[src/rtl/mul_arb_pkg.sv]
// Shared types and helpers for the multiplier arbiter.
package mul_arb_pkg;

  // Upper bounds used to give the round-robin helper fixed-width arguments.
  localparam int MAX_CH  = 16;
  localparam int MAX_IDW = 4;

  typedef enum logic [1:0] {
    IDLE  = 2'd0,
    ISSUE = 2'd1,
    WAIT  = 2'd2
  } arb_state_e;

  typedef struct packed {
    logic               found;
    logic [MAX_IDW-1:0] idx;
  } rr_pick_t;

  // Requester ID width; a single-bit ID is kept even for tiny channel counts.
  function automatic int id_width(input int ch);
    return (ch > 1) ? $clog2(ch) : 1;
  endfunction

  // First set bit of req at or above ptr, wrapping at ch-1 back to 0.
  // The scan runs from the largest offset down so the smallest offset is the
  // last one assigned, which avoids a loop break.
  function automatic rr_pick_t rr_pick(input logic [MAX_CH-1:0]  req,
                                       input logic [MAX_IDW-1:0] ptr,
                                       input int                 ch);
    rr_pick_t res;
    int       cand;
    res = '0;
    for (int k = MAX_CH - 1; k >= 0; k--) begin
      if (k < ch) begin
        cand = int'(ptr) + k;
        if (cand >= ch) cand = cand - ch;
        if (req[4'(cand)]) begin
          res.found = 1'b1;
          res.idx   = MAX_IDW'(cand);
        end
      end
    end
    return res;
  endfunction

endpackage

[src/rtl/mul.sv]
// Signed fixed-point multiplier with round-half-to-even at the binary point.
// A start pulse captures the operands' rounded product; done rises LAT cycles
// later for one cycle. ovf flags a product that does not fit in WIDTH bits.
// FBITS must be at least 1.
module mul #(
  parameter int WIDTH = 8,
  parameter int FBITS = 4,
  parameter int LAT   = 4
) (
  input  logic                    clk,
  input  logic                    rst,
  input  logic                    start,
  input  logic signed [WIDTH-1:0] a,
  input  logic signed [WIDTH-1:0] b,
  output logic                    done,
  output logic signed [WIDTH-1:0] val,
  output logic                    ovf
);

  localparam int PW = 2 * WIDTH;
  localparam int CW = (LAT > 1) ? $clog2(LAT) : 1;
  localparam logic [FBITS-1:0] HALF = FBITS'(1) << (FBITS - 1);

  logic signed [PW-1:0]    prod;
  logic signed [PW:0]      q_floor;
  logic signed [PW:0]      q_rnd;
  logic [FBITS-1:0]        frac;
  logic                    round_up;
  logic                    fits;

  logic                    run;
  logic [CW-1:0]           cnt;
  logic signed [WIDTH-1:0] val_q;
  logic                    ovf_q;

  // Full-precision product, floor-shift, then round ties toward the even value.
  always_comb begin
    prod     = PW'(a) * PW'(b);
    q_floor  = (PW+1)'(prod >>> FBITS);
    frac     = prod[FBITS-1:0];
    round_up = (frac > HALF) || ((frac == HALF) && q_floor[0]);
    q_rnd    = q_floor + (PW+1)'({1'b0, round_up});
    fits     = (q_rnd[PW:WIDTH-1] == '0) || (q_rnd[PW:WIDTH-1] == '1);
  end

  // Capture the result on start, then count down to the done cycle.
  always_ff @(posedge clk) begin
    if (rst) begin
      run   <= 1'b0;
      cnt   <= '0;
      val_q <= '0;
      ovf_q <= 1'b0;
    end else if (start) begin
      run   <= 1'b1;
      cnt   <= CW'(LAT - 1);
      val_q <= q_rnd[WIDTH-1:0];
      ovf_q <= !fits;
    end else if (run) begin
      if (cnt == '0) run <= 1'b0;
      else           cnt <= cnt - CW'(1);
    end
  end

  assign done = run && (cnt == '0);
  assign val  = val_q;
  assign ovf  = ovf_q;

endmodule

[src/rtl/mul_arbiter.sv]
// Round-robin arbiter sharing one fixed-point multiplier among CH requesters.
// Each product is returned tagged with the ID of the requester that asked.
//
// state | meaning
// ------+-----------------------------------------------------------------
// IDLE  | sample req; on any request latch winner's operands/ID, pulse ack
// ISSUE | drive mul start with the latched operands
// WAIT  | hold until mul done, then publish response and advance pointer
module mul_arbiter import mul_arb_pkg::*; #(
  parameter  int CH    = 4,
  parameter  int WIDTH = 8,
  parameter  int FBITS = 4,
  localparam int IDW   = id_width(CH)
) (
  input  logic                  clk,
  input  logic                  rst,
  input  logic [CH-1:0]         req,
  input  logic [CH*WIDTH-1:0]   req_a,
  input  logic [CH*WIDTH-1:0]   req_b,
  output logic [CH-1:0]         ack,
  output logic                  busy,
  output logic                  rsp_valid,
  output logic [IDW-1:0]        rsp_id,
  output logic [WIDTH-1:0]      rsp_val,
  output logic                  rsp_ovf
);

  localparam logic [1:0] S_IDLE  = IDLE;
  localparam logic [1:0] S_ISSUE = ISSUE;
  localparam logic [1:0] S_WAIT  = WAIT;

  logic [1:0]              state;
  logic [IDW-1:0]          ptr;
  logic [IDW-1:0]          id_q;
  logic signed [WIDTH-1:0] a_q;
  logic signed [WIDTH-1:0] b_q;

  rr_pick_t                pick;
  logic [IDW-1:0]          win_id;
  logic [WIDTH-1:0]        win_a;
  logic [WIDTH-1:0]        win_b;

  logic                    mul_start;
  logic                    mul_done;
  logic signed [WIDTH-1:0] mul_val;
  logic                    mul_ovf;

  // Round-robin winner and its operand slices, evaluated every cycle.
  always_comb begin
    pick   = rr_pick(MAX_CH'(req), MAX_IDW'(ptr), CH);
    win_id = IDW'(pick.idx);
    win_a  = req_a[int'(win_id) * WIDTH +: WIDTH];
    win_b  = req_b[int'(win_id) * WIDTH +: WIDTH];
  end

  assign mul_start = (state == S_ISSUE);
  assign busy      = (state != S_IDLE);

  // Arbitration FSM, operand capture and response register.
  always_ff @(posedge clk) begin
    if (rst) begin
      state     <= S_IDLE;
      ptr       <= '0;
      id_q      <= '0;
      a_q       <= '0;
      b_q       <= '0;
      ack       <= '0;
      rsp_valid <= 1'b0;
      rsp_id    <= '0;
      rsp_val   <= '0;
      rsp_ovf   <= 1'b0;
    end else begin
      ack       <= '0;
      rsp_valid <= 1'b0;
      case (state)
        S_IDLE: begin
          if (pick.found) begin
            id_q  <= win_id;
            a_q   <= win_a;
            b_q   <= win_b;
            ack   <= CH'(1) << win_id;
            state <= S_ISSUE;
          end
        end
        S_ISSUE: begin
          state <= S_WAIT;
        end
        S_WAIT: begin
          if (mul_done) begin
            rsp_val   <= mul_val;
            rsp_ovf   <= mul_ovf;
            rsp_id    <= id_q;
            rsp_valid <= 1'b1;
            // Just-served requester drops to lowest priority.
            ptr       <= (id_q == IDW'(CH - 1)) ? '0 : id_q + IDW'(1);
            state     <= S_IDLE;
          end
        end
        default: begin
          state <= S_IDLE;
        end
      endcase
    end
  end

  mul #(
    .WIDTH (WIDTH),
    .FBITS (FBITS)
  ) u_mul (
    .clk   (clk),
    .rst   (rst),
    .start (mul_start),
    .a     (a_q),
    .b     (b_q),
    .done  (mul_done),
    .val   (mul_val),
    .ovf   (mul_ovf)
  );

endmodule

[config.mk]
export PLATFORM = sky130hd
export DESIGN_NAME = mul_arbiter
export DESIGN_NICKNAME = d
export VERILOG_FILES = /design/src/rtl/mul_arb_pkg.sv /design/src/rtl/mul.sv /design/src/rtl/mul_arbiter.sv
export SDC_FILE = /design/constraint.sdc
export NUM_CORES = 1
export LEC_CHECK = 0
export CORE_UTILIZATION = 55
export DETAILED_ROUTE_END_ITERATION = 16
export GPL_ROUTABILITY_DRIVEN = 1
export GPL_TIMING_DRIVEN = 0
export PLACE_DENSITY = 0.93
export REMOVE_ABC_BUFFERS = 1
export SYNTH_ARGS = -nofsm -noshare
export SYNTH_HDL_FRONTEND = slang
export SYNTH_SLANG_ARGS = --single-unit
[constraint.sdc]
create_clock -name clk -period 6.8 [get_ports clk]
set_clock_uncertainty 0.2 [all_clocks]
set_input_delay 2.04 -clock clk [delete_from_list [all_inputs] [get_ports clk]]
set_output_delay 2.04 -clock clk [all_outputs]
set_load 0.005 [all_outputs]
==> Yosys cells after proc, flatten, opt, wreduce, memory -nomap -nowiden <==
Index checks and enable logic that the tools add are counted.
Widths: inputs -> output; s select.
{ "op_classes": {"addsub": 10, "multipliers": 1, "div": 0, "order_cmp": 9, "n_eq_ne": 8, "n_shift": 3, "muxes": 31, "bitwise": 3, "reduce_logical": 16} }
{ "op_table": {"columns": ["cell", "n"], "rows": [
  ["$shiftx 32x6->8", 2],
  ["$lt 4x6->1 const B", 4],
  ["$mux 5", 4],
  ["$bmux 1 s4", 4],
  ["$mul 8x8->16", 1],
  ["$mux 4", 4],
  ["$add 12x2->13", 1],
  ["$mux 1", 12],
  ["$mux 2", 6],
  ["$sub 3x3->4 const B", 3],
  ["$eq 10x10->1 const B", 1],
  ["$logic_not 10->1", 1],
  ["$ge 3x3->1 const B", 3],
  ["$reduce_and 2->1", 4],
  ["$add 2x2->3 const B", 2],
  ["$ne 2x2->1 const B", 3],
  ["$pmux 2 s3", 1],
  ["$eq 2x2->1 const B", 2],
  ["$eq 4x4->1 const B", 1],
  ["$gt 4x4->1 const B", 1],
  ["$logic_not 2->1", 2],
  ["$reduce_bool 2->1", 2],
  ["$shl 1x2->4 const A", 1],
  ["$sub 2x3->4 const B", 1],
  ["other kinds (11)", 15]
]} }
{ "word_totals": {"regBits": 50, "latch_bits": 0, "ramBits": 0, "mem_bits_ro": 0, "in_bits": 70, "output_inout_bits": 17, "word_cells": 95, "mem_count": 0} }

==> Depth between registers and ports, before layout <==
{ "logic_depth": {"depth_word": 12, "depth_mapped": 20, "ltp_nobuf": 18} }

==> Hierarchy <==
From an unflattened synthesis, not the netlist that was laid out.
{ "hier_totals": {"hier_cells": 629, "hier_area_um2": 5460.2} }
{ "by_module_without_submodules": {"columns": ["module", "n_inst", "cells_per_inst", "area_per_inst_um2", "seq_area_each_um2"], "rows": [
  ["mul", 1, 363, 3209.3, 240.2],
  ["mul_arbiter", 1, 266, 2250.9, 760.7]
]} }

==> Worst setup path after synthesis <==
No wires, ideal clock.
{ "synth_timing": {"kind": "reg-to-reg", "start": "reg a_q[7]", "end": "reg u_mul.ovf_q (netlist: u_mul.ovf)", "setup_ns": 0.129, "arrival_ns": 4.935, "t_required_ns": 6.471, "setup_slack_ns": 1.535, "path_stages_with_launch": 20, "path_buffers": 3, "period_less_slack_ns": 5.265, "cell_sequence": "dfxtp_1 -> clkbuf_1 -> nand2_1 -> fa_1 -> inv_1 -> fa_1 -> fa_1 -> inv_1 -> fa_1 -> inv_1 -> ha_1 -> clkbuf_1 -> nand3b_1 -> nand3_1 -> or3b_2 -> buf_2 -> nand4_1 -> mux2_2 -> o41ai_1 -> a31oi_1"} }
{ "synth_via": {"elab_chain_len": 5, "word_cells_on_any_way": 6, "classes_between": "1 x add/sub; 1 x mul; 1 x eq/ne; 3 x reduce/logical"} }
{ "synth_rtl": {"columns": ["element", "line_no", "text"], "rows": [
  ["from (decl)", "mul_arbiter.sv:35", "logic signed [WIDTH-1:0] a_q;"],
  ["from (signal assigned)", "mul_arbiter.sv:79", "a_q <= win_a;"],
  ["$mul 8x8->16 *", "mul.sv:38", "prod = PW'(a) * PW'(b);"],
  ["$add 12x2->13 *", "mul.sv:42", "q_rnd = q_floor + (PW+1)'({1'b0, round_up});"],
  ["$eq 10x10->1 or $logic_not 10->1 (tied branches)", "mul.sv:43", "fits = (q_rnd[PW:WIDTH-1] == '0) || (q_rnd[PW:WIDTH-1] == '1);"],
  ["$logic_or 1x1->1 *", "mul.sv:43", null],
  ["$logic_not 1->1 *", "mul.sv:57", "ovf_q <= !fits;"],
  ["to (signal assigned)", "mul.sv:57", null],
  ["to (decl)", "mul.sv:34", "logic ovf_q;"]
]} }
Mark *: on every way between the ends. The rest lies on a longest branch, timed or not.
A chain may end at the register's enable or synchronous reset.

==> Final worst setup path <==
{ "layout_timing": {"start": "reg b_q[7]", "end": "reg u_mul.ovf_q (netlist: u_mul.ovf)"} }
{ "layout_via": {"elab_chain_len": 5, "word_cells_on_any_way": 6, "classes_between": "1 x add/sub; 1 x mul; 1 x eq/ne; 3 x reduce/logical"} }
{ "layout_rtl": {"columns": ["element", "line_no", "text"], "rows": [
  ["from (decl)", "mul_arbiter.sv:36", "logic signed [WIDTH-1:0] b_q;"],
  ["from (signal assigned)", "mul_arbiter.sv:80", "b_q <= win_b;"],
  ["$mul 8x8->16 *", "mul.sv:38", null],
  ["$add 12x2->13 *", "mul.sv:42", null],
  ["$eq 10x10->1 or $logic_not 10->1 (tied branches)", "mul.sv:43", null],
  ["$logic_or 1x1->1 *", "mul.sv:43", null],
  ["$logic_not 1->1 *", "mul.sv:57", null]
]} }
Marked as above.

==> results.md <==
- The run finished with clean final reports.
- The worst pin sits at a relative slew slack of 0.276.
- The share of the core filled with cells is 0.667.
- The setup-violating endpoint count in the final report is 0.
- The highest fanout seen on the critical path is 10.
- Of the post-synthesis cell area, the dominant cell type holds 0.201.
- The number of hold buffers added after CTS is 0.
- The initial antenna violation count is 0.
- The die is between 100 and 150 µm wide.
- The total global routing overflow is 0.
- The initial utilization of the core area, before any placement, comes to 0.562.
- The routed wire length per instance is 14.9 µm.
- In the final design database the tool counted 836 nets.
- Synthesis produced 606 cells.
- The clock net in this run drives a total of 50 sinks.
- The smallest hold slack is between 200 and 300 ps.
- Pin placement for this block handled 87 I/O pins.
- The worst setup path is captured at a flip-flop.
- The maximum root-to-sink buffer count is 2.
- The pin count of the biggest net entering global routing is 32.
- The sequential fraction of the synthesis area is 0.183.
- The post-cts repair resize count is 0.
- The library cell used most frequently in the layout, excluding fill and tap cells, is sky130_fd_sc_hd__inv_1.
- Of the available clock period, the critical path in the final layout requires 0.828.
- The number of global-route vias before repair is 4528.
- The maximum achievable frequency is 178 MHz.
- Traced cell by cell, the critical path runs through nor2b_1, fa_1, fa_1, fa_1, inv_1, fa_1, inv_1, ha_1, o21ai_0, o21ai_0, or3b_2, nand4_1, mux2_2, o41ai_1, a31oi_1.
- For this run, design rule violations remaining after detail routing come to 0.
- The largest individual stage delay along the critical path comes from the cell sky130_fd_sc_hd__fa_1.
- The average vias per placed instance is 5.57.
- After clock tree synthesis, the clock-pin slew on the worst setup and hold paths is 100 ps.
- The number of distinct library cell variants in the gate-level netlist after synthesis is 62.
- The clock latency on the worst-skew pair is 330 ps.
- After synthesis the netlist holds a flip-flop and latch count of 50.
- The largest area contributor in the netlist is sky130_fd_sc_hd__fa_1.
- For this run, the number of standard cells in the final layout without fillers is 808.
- The worst setup path is launched from a flip-flop.
- At the end of routability-driven placement, the weighted congestion stood at 0.869.
- The number of standard-cell rows in the floorplan is 36.
- Setup repair after global routing left no endpoint under its margin.
- The mapped netlist covers 0.00547 mm².
- After clock tree synthesis, the setup repair step added 0 buffers.
- The CTS tree is done.
- The count of buffers inserted at the top-level ports is 86.
- The data arrival time at the worst-slack endpoint is 5640 ps.
- The transition time at the pin with the least slew margin is between 1000 and 1500 ps.
- The worst path needs between 5000 and 6000 ps of the cycle, external delays included.
- The height of the chip is 102 µm.
- For the final routed database, the setup TNS stands at 0 ps.
- The first routing iteration left 213 violations.
- The fraction of final layout cells sized beyond drive strength 1 is 0.0504.
- VDD sags by at most 0.000153 V.
- The worst hold-check path type is reg2reg.
- The maximum level of the CTS H-tree is 2.
- The Yosys step of the flow raised 0 warnings.
- The number of max-capacitance violations reported is 0.
- The number of pins exceeding their max-slew limit in the final report was 0.
- The cell repeated most along the worst path is sky130_fd_sc_hd__fa_1.
- The count of final hold-check violations was 0.
- The number of instances in the placed design is 800.
- In the layout the commonest cells are 92 x sky130_fd_sc_hd__inv_1, 86 x sky130_fd_sc_hd__clkdlybuf4s50_1, 55 x sky130_fd_sc_hd__fa_1, 51 x sky130_fd_sc_hd__nand2_1.
- Detailed placement ended at an HPWL of ~10 mm.
- By area the synthesized netlist is led by sky130_fd_sc_hd__fa_1 20%, sky130_fd_sc_hd__dfxtp_1 18%, sky130_fd_sc_hd__mux2i_1 9.1%, sky130_fd_sc_hd__ha_1 8.5%, sky130_fd_sc_hd__inv_1 6.3%.
- The pre-antenna-repair detailed-routing pass consisted of 5 iterations.
- The number of buffers created by CTS is 5.
- The share of synthesized registers carrying an async set or reset is 0.
- The number of synthesized flops with an enable pin is 0.
- Among all flip-flop cells after synthesis, the most frequent one is sky130_fd_sc_hd__dfxtp_1.
- The type of the worst setup path is reg2reg.
- The number of antenna diodes is 0.
- The overall global routing resource usage is 0.243.
- The largest stage delay on the critical path is approximately 600 ps.
- The placeable core region is 0.00973 mm².
- The mean post-synth cell area is 9.03 µm².
- The area growth from synthesis to final layout is 18.7%.
- The residual antenna-violating net count after detailed routing is 0.
- The die covers 0.0104 mm².
- Dividing total power by cell area gives a power density of 211 mW/mm².
- The static leakage power is 2.99 nW.
- The wire length reported by the detailed router is 12.0 mm.
- The routed via count is 4501.
- Overall power consumption after layout is estimated at 1.37 mW.
- The cell at the root of the clock tree is sky130_fd_sc_hd__clkbuf_8.
- The first global-routing pass estimated 19.8 mm of wire.
- The required time at the endpoint of the critical path is 6810 ps.
## kinds of logic (layout without fill, tap and decap cells)
family                     count (synthesis)  after routing  synth area share
AOI/OAI and AO/OA                         99             99             0.137
xor gates and xnor gates                  18             18            0.0288
adders and majority gates                 92             92             0.286
buffers and inverters                    120            189            0.0942
DFF                                       50             50             0.183
muxes                                     56             56             0.108
and+or+nand+nor                          171            171             0.164
## where the power goes
part	switching, mW	internal (mW)	total (mW)
Sequential	0.0487	0.325	0.374
Combinational	0.413	0.346	0.759
Clock	0.114	0.121	0.235
Total	0.576	0.793	1.37
## stage by stage
step / cell area, µm² / setup slack (ps)
CTS: 6490 / 1160
finish: 6490 / 1170
floorplan: 5300 / 1580
detailed placement: 6370 / 1320
global placement: 6330 / 731
global route: 6490 / 927
## synthesized netlist by cell type, drive strengths merged, types with 5 or more instances
cell,number
o21ai,8
mux2i,50
ha,37
clkbuf,13
nand4,5
nor2b,11
a22o,17
buf,15
xnor2,16
nand2,51
nand2b,6
a211oi,9
a211o,5
a21oi,27
nor3,6
dfxtp,50
nor2,26
and2,44
inv,92
fa,55
## area by class of cell
class	count	area, µm²
fill	734	3240
clock inverter	2	38.8
inverter	92	345
sequential	50	1000
clock buffer	6	82.6
multi-input combinational	436	3960
tap	133	166
timing repair buffer	89	902
## worst paths after layout
path / startpoint / slack [ps] / cells after the start / to
hold / removal: u_mul.val[4] / 260 / 2 / rsp_val[4]
hold reg to reg: u_mul.val[4] / 260 / 2 / rsp_val[4]
setup / recovery: b_q[7] / 1170 / 15 / u_mul.ovf
setup reg to reg: b_q[7] / 1170 / 15 / u_mul.ovf
## metal layers
metal  GRT usage  wire [µm]  up-vias
li1            -          -     2148
met1       0.277       4740     2190
met2       0.459       6570      124
met3      0.0338        418       39
met4      0.0847        312        0
met5           0          0        -
## worst max-delay path, delay by kind of cell, from the launching register on
family	cells	cell delay (ps)
adders and majority gates	5	2500
and+or+nand+nor	3	980
AOI/OAI and AO/OA	4	800
DFF	1	570
muxes	1	350
buffers and inverters	2	130
## flip-flops by register name (all words and copies together) (netlist names)
signal     cells
u_mul.val      8
rsp_ovf        1
ack            4
rsp_id         2
u_mul.run      1
a_q            8
id_q           2
b_q            8
state          2
u_mul.ovf      1
u_mul.cnt      2
rsp_valid      1
rsp_val        8
ptr            2
Note: power is estimated with default switching activity, not from simulation.
